--- src/rtl/mult_seq_ctrl.sv ---
// Iterative WIDTH x WIDTH shift-add multiplier with sign fix-up and START/BUSY/DONE handshake.
// Optional overflow flag output OVF is enabled by defining MULT_OVF_EN.
module mult_seq_ctrl #(
  parameter int WIDTH = 32,
  parameter int CNT_W = 6
) (
  input  logic             CLK,
  input  logic             RESET,
  input  logic             START,
  input  logic             SIGNED,
  input  logic [WIDTH-1:0] A,
  input  logic [WIDTH-1:0] B,
  output logic             BUSY,
  output logic             DONE,
  output logic [WIDTH-1:0] HI,
`ifdef MULT_OVF_EN
  output logic             OVF,
`endif
  output logic [WIDTH-1:0] LO
);

  typedef enum logic [1:0] {IDLE, PREP, RUN, FIX} state_t;

  localparam logic [CNT_W-1:0] LAST_ITER = CNT_W'(WIDTH - 1);

  state_t             state, state_n;
  logic [WIDTH-1:0]   mcand, mplier;
  logic [WIDTH-1:0]   acc_hi, acc_lo;
  logic [CNT_W-1:0]   cnt;
  logic               neg;
  logic [WIDTH:0]     add_sum;
  logic [2*WIDTH-1:0] prod_fix;
`ifdef MULT_OVF_EN
  logic               signed_q;
`endif

  // NOTE: sequential state uses non-blocking (<=) so every register samples pre-edge values.
  always_ff @(posedge CLK or posedge RESET) begin
    if (RESET) state <= IDLE;
    else       state <= state_n;
  end

  // NOTE: state_n gets its default first so no path through the case leaves it unassigned (no latch).
  always_comb begin
    state_n = state;
    unique case (state)
      IDLE: if (START) state_n = PREP;
      PREP: state_n = RUN;
      RUN:  if (cnt == LAST_ITER) state_n = FIX;
      FIX:  state_n = IDLE;
      default: state_n = IDLE;
    endcase
  end

  // The WIDTH+1-bit add keeps the carry; the shift below brings it into the top of acc_hi.
  assign add_sum  = {1'b0, acc_hi} + (acc_lo[0] ? {1'b0, mcand} : {(WIDTH+1){1'b0}});
  assign prod_fix = neg ? (~{acc_hi, acc_lo} + 1'b1) : {acc_hi, acc_lo};
  assign BUSY     = (state != IDLE);

  // NOTE: datapath registers are plain flops, so all of them take the reset value explicitly.
  always_ff @(posedge CLK or posedge RESET) begin
    if (RESET) begin
      mcand  <= '0;
      mplier <= '0;
      acc_hi <= '0;
      acc_lo <= '0;
      cnt    <= '0;
      neg    <= 1'b0;
      HI     <= '0;
      LO     <= '0;
      DONE   <= 1'b0;
`ifdef MULT_OVF_EN
      signed_q <= 1'b0;
      OVF      <= 1'b0;
`endif
    end else begin
      DONE <= 1'b0;
      unique case (state)
        IDLE: if (START) begin
          mcand  <= (SIGNED && A[WIDTH-1]) ? (~A + 1'b1) : A;
          mplier <= (SIGNED && B[WIDTH-1]) ? (~B + 1'b1) : B;
          neg    <= SIGNED & (A[WIDTH-1] ^ B[WIDTH-1]);
`ifdef MULT_OVF_EN
          signed_q <= SIGNED;
`endif
        end
        PREP: begin
          acc_hi <= '0;
          acc_lo <= mplier;
          cnt    <= '0;
        end
        RUN: begin
          acc_hi <= add_sum[WIDTH:1];
          acc_lo <= {add_sum[0], acc_lo[WIDTH-1:1]};
          cnt    <= cnt + 1'b1;
        end
        FIX: begin
          HI   <= prod_fix[2*WIDTH-1:WIDTH];
          LO   <= prod_fix[WIDTH-1:0];
          DONE <= 1'b1;
`ifdef MULT_OVF_EN
          OVF  <= signed_q ? (prod_fix[2*WIDTH-1:WIDTH] != {WIDTH{prod_fix[WIDTH-1]}})
                           : (prod_fix[2*WIDTH-1:WIDTH] != '0);
`endif
        end
        default: ;
      endcase
    end
  end

endmodule

--- config.mk ---
export PLATFORM = sky130hd
export DESIGN_NAME = mult_seq_ctrl
export DESIGN_NICKNAME = d
export VERILOG_FILES = /design/src/rtl/mult_seq_ctrl.sv
export SDC_FILE = /design/constraint.sdc
export NUM_CORES = 1
export LEC_CHECK = 0
export BUFFER_PORTS_ARGS = -buffer_cell sky130_fd_sc_hd__buf_2
export CAP_MARGIN = 30
export CORE_ASPECT_RATIO = 0.6
export CORE_MARGIN = 8
export CORE_UTILIZATION = 30
export CTS_CLUSTER_SIZE = 30
export DETAILED_ROUTE_END_ITERATION = 8
export PLACE_DENSITY = 0.44
export SYNTH_ARGS = -nofsm -noshare
export SYNTH_HDL_FRONTEND = slang
export SYNTH_SLANG_ARGS = --single-unit
export TNS_END_PERCENT = 100
--- constraint.sdc ---
create_clock -name CLK -period 17.94 [get_ports CLK]
set_input_delay 0.897 -clock CLK [delete_from_list [all_inputs] [get_ports CLK]]
set_output_delay 0.897 -clock CLK [all_outputs]
set_load 0.03 [all_outputs]
==> run_results.csv <==
group,metric,value,unit
floorplan,coreArea,40580,sq um
final_layout,antenna_cells,0,
synthesis,syn_inst,1427,
global_routing,track_usage,16.77,%
clocking,cts_buffers,23,
synthesis,synth_area,12380,sq um
clocking,ctsHtreeMaxLevel,1,
sta,setup_viol,0,
sta,layout_setup_ws,14170,ps
clocking,cts_sinks,202,
clocking,cts.path.max_buffers,3,
detailed_routing,wl_per_cell,20.18,um
setup_path,cp.required,18350,ps
sta,worst_slew_pin_slew,973.7,ps
clocking,post_cts_resize_count,0,
power_and_ir_drop,p_leak,0.006102,uW
global_routing,grt_util_met1,30.26,%
final_layout,syn2layout_area_growth,15.58,%
sta,relSlewSlack,34.49,%
setup_path,r2r_setup_slack,14170,ps
setup_path,cp_cell_sequence,"buf_4, and2_1, ha_1, inv_1, fa_1, nor2b_1, o2111ai_1, a21boi_0, nor3_1, o41ai_1, nor2_1, a211o_1",
setup_path,worstSetupStartpointType,"flip-flop",
synthesis,syn_nets,1536,
placement,place_congestion,0.8795,
final_layout,drive_above_1_share,13.83,%
power_and_ir_drop,vdd_drop_max,104.1,uV
synthesis,synth-edff-count,0,
sta,fin_skew,12.40,ps
global_routing,overflow,0,
synthesis,syn_avg_cell_area,8.675,sq um
clocking,hold_buffers,0,
setup_path,cp_max_fo,37,
setup_path,slowest_delay,830,ps
global_routing,grt_pass1_vias,9974,
synthesis,synth-main-ff-cell,"dfrtp_1",
power_and_ir_drop,p_total,3001,uW
floorplan,io_pins,134,
setup_path,end_kind,"flip-flop",
clocking,cts-root-buf,"clkbuf_16",
clocking,clk_latency,520,ps
detailed_routing,final_antenna_net_count,0,
sta,period_share,21.02,%
clocking,cts_setup_buffers,0,
setup_path,r2r_cells,12,
synthesis,async_flop_share,100.0,%
clocking,path_clk_slew,60,ps
floorplan,dieWidth,278.3,um
floorplan,rows,57,
sta,hold-worst-slack,476.5,ps
placement,preCtsSetupSlack,14250,ps
global_routing,grt_pass1_wl,63.84,mm
detailed_routing,drc,0,
setup_path,path_class,"reg2reg",
synthesis,yosysSeqAreaShare,40.83,%
final_layout,nets,1628,
final_layout,final_util,35.26,%
final_layout,fill_cells,4285,
global_routing,met2_usage,18.47,%
sta,rsz0062_at_grt,"no",
power_and_ir_drop,powerDensity,209.8,nW/um^2
worst_hold_path,hp-class,"in2async",
detailed_routing,routed_wirelength,41.64,mm
floorplan,fp.dieArea,48230,sq um
sta,slew_violations,0,
run_status,status,"finished clean",
detailed_routing,drt-vias-per-instance,5.155,
global_routing,grt_max_degree,94,
synthesis,ys_ff_latch,202,
detailed_routing,vias,10639,
global_routing,use_met3,3.804,%
sta,fin_tns_setup,0,ps
synthesis,synth.distinct_cells,64,
sta,post-route-min-period,3770,ps
setup_path,worstPathArrival,4180,ps
placement,port_buffers,133,
detailed_routing,drt_iter0_markers,941,
synthesis,ys_warn_count,0,
floorplan,initial_utilization,30.51,%
global_routing,antenna_found_initial,1,
sta,fmax,265.2,MHz
clocking,cts_tree,"yes",
placement,hpwl,32.31,mm
detailed_routing,firstDrtPassIters,5,
run,maxCapViolCount,0,
floorplan,die_h,173.4,um
global_routing,top_usage_layer,"met1",
sta,hold_viol_final,0,
setup_path,crit_slowest_cell,"o41ai_1",
## kinds of logic (layout without fill, tap and decap cells)
logic type | Yosys count | count (layout) | synth area share (%)
flops | 202 | 202 | 40.83
compound gates | 408 | 408 | 19.75
simple gates | 457 | 457 | 17.39
fa+ha+maj | 41 | 41 | 4.205
buf+inv | 131 | 237 | 4.033
xor+xnor | 145 | 145 | 10.26
mux | 43 | 43 | 3.527
## worst paths after layout
check / startpoint / endpoint
min reg2reg: mcand[3] / mcand[3]
max reg2reg: acc_lo[0] / acc_hi[27]
max in group asynchronous: RESET / HI[30]
max: acc_lo[0] / acc_hi[27]
min in group CLK: mcand[3] / mcand[3]
min: RESET / mplier[10]
## layout make-up
type	count	area, sq um	area share, %
clock buffer	32	669.4	4.679
clock inverter	7	85.08	0.5947
inverter	53	206.4	1.443
multi-input combinational	1094	6850	47.88
sequential	202	5056	35.34
tap	531	664.4	4.644
timing repair buffer	145	775.7	5.422
## sequential cells by signal, indices dropped and copies added (netlist names)
register,cells
acc_lo,32
DONE,1
HI,32
neg,1
acc_hi,32
LO,32
cnt,6
mplier,32
mcand,32
state,2
## report_power, final
part	internal, uW	switching, uW	total, uW	leakage [uW]
Combinational	530	1040	1570	0.00325
Sequential	682	266	948	0.00247
Clock	287	194	481	0.000378
## Yosys cell counts (20+ instances only)
library cell / number / area, sq um
xnor2_1: 84 / 735.7
and2_1: 36 / 225.2
clkbuf_1: 71 / 266.5
inv_1: 53 / 198.9
mux2i_1: 38 / 380.4
o31ai_1: 31 / 232.7
a21oi_1: 156 / 780.8
xor2_1: 61 / 534.3
o22ai_1: 20 / 125.1
nand2_1: 135 / 506.7
ha_1: 40 / 500.5
o21ai_0: 109 / 545.5
dfrtp_1: 202 / 5055
nor2_1: 152 / 570.6
nor3_1: 26 / 130.1
nand3_1: 24 / 120.1
## per-layer routing
layer,up-vias,wire [um]
met4,2,392
met5,-,12
met3,35,3100
li1,5239,-
met2,328,13360
met1,5035,24780
## cell usage in the layout, fill, tap and decap left out, types with 36 or more instances in the layout
cell type and count:
dfrtp_1 201, a21oi_1 156, nor2_1 152, nand2_1 134, buf_2 133, o21ai_0 109
xnor2_1 84, xor2_1 61, inv_1 52, mux2i_1 38, ha_1 37, and2_1 36
## through the flow
step,instance area [sq um],cells
floorplan,12380,1427
CTS,14280,2063
finish,14310,2064
global placement,13530,2024
global route,14310,2064
detailed placement,13530,2024
## worst max-delay path: cells and delay by family, from the launching register on
family                     cells  cell delay, ps
adders and majority gates      2             560
buffers and inverters          2             380
AOI/OAI and AO/OA              4            1680
DFF                            1             320
and+or+nand+nor                4             710
No activity file was read; power rests on OpenSTA's default activity.
